<file path="src/rtl/mcs4_ram_bank.sv">
// One bank of MCS-4 style RAM chips (4002-like): main/status characters and output ports,
// driven by the CPU bus phases, plus a side-band debug port for main memory.
module mcs4_ram_bank #(
    parameter int BANK_SEL      = 0,
    parameter int NUM_CHIPS     = 4,
    parameter int REGS_PER_CHIP = 4
) (
    input  logic                   clk,
    input  logic                   rst_n,
    input  logic                   sync,
    input  logic [3:0]             cm_ram,
    input  logic [3:0]             dbus_in,
    output logic [3:0]             dbus_out,
    output logic                   dbus_oe,
    output logic [4*NUM_CHIPS-1:0] io_out,
    input  logic                   dbg_req,
    input  logic                   dbg_we,
    input  logic [7:0]             dbg_addr,
    input  logic [3:0]             dbg_wdata,
    output logic                   dbg_ack,
    output logic [3:0]             dbg_rdata
);

    localparam logic [2:0] PH_M2    = 3'd4;
    localparam logic [2:0] PH_X1    = 3'd5;
    localparam logic [2:0] PH_X2    = 3'd6;
    localparam logic [2:0] PH_X3    = 3'd7;
    localparam logic [2:0] CHIP_LIM = 3'(NUM_CHIPS);
    localparam logic [2:0] REG_LIM  = 3'(REGS_PER_CHIP);
    localparam logic [3:0] BANK_MASK = 4'(1 << BANK_SEL);

    logic [2:0]             phase_q, phase_d;
    logic                   locked_q, locked_d;
    logic                   cmd_valid_q, cmd_valid_d;
    logic                   src_valid_q, src_valid_d;
    logic [7:0]             addr_q, addr_d;
    logic [3:0]             opa_q, opa_d;
    logic [3:0]             main_q   [4][4][16];
    logic [3:0]             main_d   [4][4][16];
    logic [3:0]             status_q [4][4][4];
    logic [3:0]             status_d [4][4][4];
    logic [4*NUM_CHIPS-1:0] io_q, io_d;
    logic [3:0]             dbus_out_q, dbus_out_d;
    logic                   dbus_oe_q, dbus_oe_d;
    logic                   dbg_ack_q, dbg_ack_d;
    logic [3:0]             dbg_rdata_q, dbg_rdata_d;

    logic       cm_sel;
    logic       cpu_sel;
    logic       cpu_hit;
    logic       cpu_is_read;
    logic [3:0] cpu_rdata;
    logic       dbg_sel;
    logic       dbg_svc;

    function automatic logic addr_in_range(input logic [7:0] a);
        return ({1'b0, a[7:6]} < CHIP_LIM) && ({1'b0, a[5:4]} < REG_LIM);
    endfunction

    assign cm_sel      = |(cm_ram & BANK_MASK);
    assign cpu_sel     = addr_in_range(addr_q);
    assign cpu_hit     = cmd_valid_q && cpu_sel;
    assign cpu_is_read = (opa_q == 4'h8) || (opa_q == 4'h9) || (opa_q == 4'hB) ||
                         (opa_q[3:2] == 2'b11);
    assign cpu_rdata   = (opa_q[3:2] == 2'b11) ? status_q[addr_q[7:6]][addr_q[5:4]][opa_q[1:0]]
                                               : main_q[addr_q[7:6]][addr_q[5:4]][addr_q[3:0]];
    assign dbg_sel     = addr_in_range(dbg_addr);

    // Debug handshake: dbg_req with its address/data is held until dbg_ack; the request is
    // serviced in the first cycle that is not X2 and dbg_ack (with dbg_rdata) follows for one cycle.
    assign dbg_svc     = dbg_req && !dbg_ack_q && (phase_q != PH_X2);

    always_comb begin
        phase_d     = sync ? 3'd0 : phase_q + 3'd1;
        locked_d    = locked_q | sync;
        cmd_valid_d = cmd_valid_q;
        src_valid_d = src_valid_q;
        addr_d      = addr_q;
        opa_d       = opa_q;
        main_d      = main_q;
        status_d    = status_q;
        io_d        = io_q;
        dbus_out_d  = 4'h0;
        dbus_oe_d   = 1'b0;
        dbg_ack_d   = dbg_svc;
        dbg_rdata_d = dbg_rdata_q;

        if (locked_q) begin
            case (phase_q)
                PH_M2: begin
                    cmd_valid_d = cm_sel;
                    opa_d       = dbus_in;
                end
                // Read data is captured at the end of X1 so the bus is driven for exactly X2.
                PH_X1: begin
                    if (cpu_hit && cpu_is_read) begin
                        dbus_oe_d  = 1'b1;
                        dbus_out_d = cpu_rdata;
                    end
                end
                PH_X2: begin
                    src_valid_d = cm_sel;
                    if (cm_sel) addr_d[7:4] = dbus_in;
                    if (cpu_hit) begin
                        case (opa_q)
                            4'h0: main_d[addr_q[7:6]][addr_q[5:4]][addr_q[3:0]] = dbus_in;
                            4'h1: begin
                                for (int k = 0; k < NUM_CHIPS; k++) begin
                                    if (addr_q[7:6] == 2'(k)) io_d[4*k +: 4] = dbus_in;
                                end
                            end
                            4'h4, 4'h5, 4'h6, 4'h7:
                                status_d[addr_q[7:6]][addr_q[5:4]][opa_q[1:0]] = dbus_in;
                            default: ;
                        endcase
                    end
                end
                PH_X3: begin
                    if (src_valid_q) addr_d[3:0] = dbus_in;
                end
                default: ;
            endcase
        end

        if (dbg_svc) begin
            if (dbg_we) begin
                if (dbg_sel) main_d[dbg_addr[7:6]][dbg_addr[5:4]][dbg_addr[3:0]] = dbg_wdata;
            end else begin
                dbg_rdata_d = dbg_sel ? main_q[dbg_addr[7:6]][dbg_addr[5:4]][dbg_addr[3:0]] : 4'h0;
            end
        end
    end

    always_ff @(posedge clk or negedge rst_n) begin
        if (!rst_n) begin
            phase_q     <= 3'd0;
            locked_q    <= 1'b0;
            cmd_valid_q <= 1'b0;
            src_valid_q <= 1'b0;
            addr_q      <= 8'h00;
            opa_q       <= 4'h0;
            io_q        <= '0;
            dbus_out_q  <= 4'h0;
            dbus_oe_q   <= 1'b0;
            dbg_ack_q   <= 1'b0;
            dbg_rdata_q <= 4'h0;
            for (int c = 0; c < 4; c++) begin
                for (int r = 0; r < 4; r++) begin
                    for (int i = 0; i < 16; i++) main_q[c][r][i] <= 4'h0;
                    for (int s = 0; s < 4; s++) status_q[c][r][s] <= 4'h0;
                end
            end
        end else begin
            phase_q     <= phase_d;
            locked_q    <= locked_d;
            cmd_valid_q <= cmd_valid_d;
            src_valid_q <= src_valid_d;
            addr_q      <= addr_d;
            opa_q       <= opa_d;
            io_q        <= io_d;
            dbus_out_q  <= dbus_out_d;
            dbus_oe_q   <= dbus_oe_d;
            dbg_ack_q   <= dbg_ack_d;
            dbg_rdata_q <= dbg_rdata_d;
            main_q      <= main_d;
            status_q    <= status_d;
        end
    end

    assign dbus_out  = dbus_out_q;
    assign dbus_oe   = dbus_oe_q;
    assign io_out    = io_q;
    assign dbg_ack   = dbg_ack_q;
    assign dbg_rdata = dbg_rdata_q;

endmodule

</file>
<file path="config.mk">
export PLATFORM = sky130hd
export DESIGN_NAME = mcs4_ram_bank
export DESIGN_NICKNAME = d
export VERILOG_FILES = /design/src/rtl/mcs4_ram_bank.sv
export SDC_FILE = /design/constraint.sdc
export NUM_CORES = 2
export LEC_CHECK = 0
export BUFFER_PORTS_ARGS = -buffer_cell sky130_fd_sc_hd__buf_2
export CORE_ASPECT_RATIO = 0.75
export CORE_UTILIZATION = 25
export CTS_CLUSTER_DIAMETER = 100
export CTS_CLUSTER_SIZE = 8
export DETAILED_ROUTE_END_ITERATION = 8
export PLACE_DENSITY = 0.44
export SLEW_MARGIN = 20
export SYNTH_ARGS = -nofsm -noshare
export SYNTH_HDL_FRONTEND = slang
export SYNTH_SLANG_ARGS = --single-unit
export TNS_END_PERCENT = 10
</file>
<file path="constraint.sdc">
create_clock -name clk -period 3.8 [get_ports clk]
set_input_delay 0.57 -clock clk [delete_from_list [all_inputs] [get_ports clk]]
set_output_delay 0.57 -clock clk [all_outputs]
set_load 0.03 [all_outputs]
</file>
==> qor.yml <==
outcome: "finished clean"
multi_input_area_um2: 43920
clk_pin_slew_ps: 60
crit_path_max_fanout: 26
die-area_um2: 319700
finClkSkew_ps: 73.34
h-tree-depth: 4
cts_buffer_depth: 4
vias: 65550
critPathRequiredTime_ps: 4550
dp_slack_ps: 204.8
rsz0062_at_grt: "no"
numCtsBuffers: 192
drive_above_1_share: 0.2253
start_util: 0.2522
slew_violations: 0
worstMarginPinSlew_ps: 1260
ant_nets: 0
critical_path_class: "flip-flop to flip-flop"
startpoint_type: "flip-flop"
insertion_delay_ps: 920
avgSynthCellArea_um2: 10.79
cts_root_buffer: "clkbuf_16"
wl_mm: 359.1
grt_overflow_total: 0
max_freq_mhz: 269.6
period_share: 0.9761
rows: 178
startpoint: "addr_q[6]$_DFFE_PN0P_"
antenna_found_initial: 24
clock-sinks: 1324
worstHoldPathType: "input port to flip-flop"
firstDrtPassIters: 7
num_io_pins: 51
synthFlopType: "dfrtp_1"
final.setup.tns_ps: 0
path_cells: "buf_12, buf_4, mux4_2, mux2i_1, buf_4, o22ai_1, o21ai_0, buf_4, o211ai_1, o211a_1"
grt_usage: 0.2191
maxCapViolCount: 0
dieWidth_um: 652.6
drc_errors: 0
final_cell_mix: "1,320 x dfrtp_1, 1,136 x nand2_1, 916 x mux2i_1"
cts_tree: "done"
hold_viol: 0
wl_per_cell_um: 30.67
reg2reg_to: "dbus_out[1]$_DFF_PN0_"
first_global_vias: 64060
rrSetupSlack_ps: 90
period_needed_ps: 3709
crit_path_top_delay_cell: "dfrtp_4"
syn2layout_area_growth_pct: 16.06
setup_viol: 0
postCtsSetupBuffers: 0
slew-limit-headroom: 0.1598
dieHeight_um: 489.9
via_per_inst: 5.599
synth_cells: 7356
slowest_delay_ps: 860
port-buffer-count: 47
fin_ws_ps: 90.97
synthArstFlopShare: 1.000
r2r_cells: 10
grt_first_pass_wirelength_mm: 506.6
yosys_warnings: 0
gp_congestion: 0.9409
min_from: "cm_ram[0]"
power.total_mw: 37.93
crit-reg2reg-launch: "addr_q[6]$_DFFE_PN0P_"
crit_top_cell: "buf_4"
grt_start_max_net_pins: 133
endpoint_kind: "flip-flop"
ir_worst_vdd_v: 0.0003159
core_um2: 314700
register_area_um2: 33140
ys_ff_latch: 1324
worstHoldEndpoint: "cmd_valid_q$_DFFE_PN0P_"
synth_enable_flop_cells: 0
hpwl_mm: 238.3
worst_ep_arrival_time_ps: 4460
seq_area_frac_synth: 0.4175
final_common_cell: "dfrtp_1"
syn_area_um2: 79360
syn_nets: 7386
synth_cell_types: 68
powerDensity_nw_per_um2: 411.9
final_nets: 7494
drt_iter0_markers: 8307
static-leakage-power_nw: 36.06
n_fill_cell: 32100
hold_depth: 2
[cells in the mapped netlist, drive strengths merged, types with 2 or more instances]
| library cell | n | share of area |
|---|---|---|
| a2111oi | 4 | 0.00046 |
| a211o | 3 | 0.00033 |
| a211oi | 11 | 0.0011 |
| a21oi | 304 | 0.019 |
| a221oi | 14 | 0.0015 |
| a22o | 5 | 0.00055 |
| a22oi | 200 | 0.019 |
| a311oi | 5 | 0.00055 |
| a31oi | 25 | 0.0020 |
| a32oi | 42 | 0.0046 |
| and2 | 14 | 0.0011 |
| and3 | 4 | 0.00032 |
| buf | 180 | 0.013 |
| clkbuf | 380 | 0.018 |
| clkinv | 2 | 0.000095 |
| dfrtp | 1324 | 0.42 |
| ha | 5 | 0.00079 |
| inv | 11 | 0.00052 |
| mux2 | 294 | 0.042 |
| mux2i | 916 | 0.12 |
| mux4 | 621 | 0.18 |
| nand2 | 1139 | 0.054 |
| nand2b | 20 | 0.0016 |
| nand3 | 112 | 0.0071 |
| nand4 | 19 | 0.0015 |
| nor2 | 779 | 0.040 |
| nor2b | 24 | 0.0019 |
| nor3 | 35 | 0.0027 |
| nor3b | 4 | 0.00038 |
| nor4 | 18 | 0.0019 |
| o2111ai | 6 | 0.00066 |
| o211a | 2 | 0.00025 |
| o21ai | 793 | 0.050 |
| o22ai | 8 | 0.00063 |
| o311a | 2 | 0.00025 |
| o31ai | 4 | 0.00038 |
| o32ai | 6 | 0.00066 |
| or2 | 6 | 0.00047 |
| or3 | 3 | 0.00024 |
[worst max path at each step]
stage                                to  depth (start not counted)
4_1_cts           dbus_out[1]$_DFF_PN0_                         10
3_3_place_gp      dbus_out[1]$_DFF_PN0_                          7
3_5_place_dp      dbus_out[1]$_DFF_PN0_                         10
5_1_grt           main_q[531]$_DFF_PN0_                          8
6_report          dbus_out[1]$_DFF_PN0_                         10
2_1_floorplan  dbg_rdata[1]$_DFFE_PN0P_                          9
[per-layer routing]
metal,routed length [um],global-route usage,up-vias
li1,-,-,27320
met1,158200,0.3210,33880
met2,144900,0.3000,3655
met3,43390,0.07330,679
met4,12310,0.06794,24
met5,253,0,-
[worst max-delay path: cells and delay by family, from the launching register on]
family                 cells  cell delay [ps]
DFF                        1              860
buffers and inverters      4              980
muxes                      2              790
AOI/OAI and AO/OA          4              880
[registers in the layout (all words and copies together) (netlist names)]
name	flops
addr_q	8
cmd_valid_q	1
dbg_ack	1
dbg_rdata	4
dbus_oe	1
dbus_out	4
io_out	16
locked_q	1
main_q	1024
opa_q	4
phase_q	3
src_valid_q	1
status_q	256
[metrics by stage]
| stage | hold WS, ps | instances | utilization | cell area (um2) |
|---|---|---|---|---|
| floorplan | 274.4 | 7356 | - | 79360 |
| global placement | 473.1 | 11500 | 0.2768 | 87090 |
| detailed placement | 471.1 | 11500 | 0.2768 | 87090 |
| CTS | 7.688 | 11700 | 0.2926 | 92080 |
| global route | 25.10 | 11710 | 0.2926 | 92090 |
| finish | 49.89 | 11710 | 0.2927 | 92100 |
[cells by family after synthesis]
kind of cell               count (synthesis)  synth area share
and+or+nand+nor                         2182            0.1136
muxes                                   1831            0.3335
AOI/OAI and AO/OA                       1441            0.1029
DFF                                     1324            0.4175
buffers and inverters                    573           0.03174
adders and majority gates                  5         0.0007883
[final cells by class]
| cell class | count | share of cell area |
|---|---|---|
| Clock buffer | 198 | 0.05311 |
| Tap cell | 4230 | 0.05747 |
| Timing Repair Buffer | 474 | 0.05112 |
| Sequential cell | 1324 | 0.3599 |
| Clock inverter | 6 | 0.0008695 |
| Antenna cell | 4 | 0.0001087 |
| Inverter | 13 | 0.0005570 |
| Multi-Input combinational cell | 5459 | 0.4769 |
[what timing repair did]
item / CTS / global route
hold buffers: 2 / 0
resized for setup: 0 / 0
endpoints found under the hold margin: 46 / 0
[report_power, final]
| group | switching, mW | internal, mW |
|---|---|---|
| sequential | 0.544 | 14.6 |
| combinational | 4.59 | 2.51 |
| clock | 6.75 | 8.97 |
| total | 11.9 | 26.0 |
No activity file was read; power rests on OpenSTA's default activity.
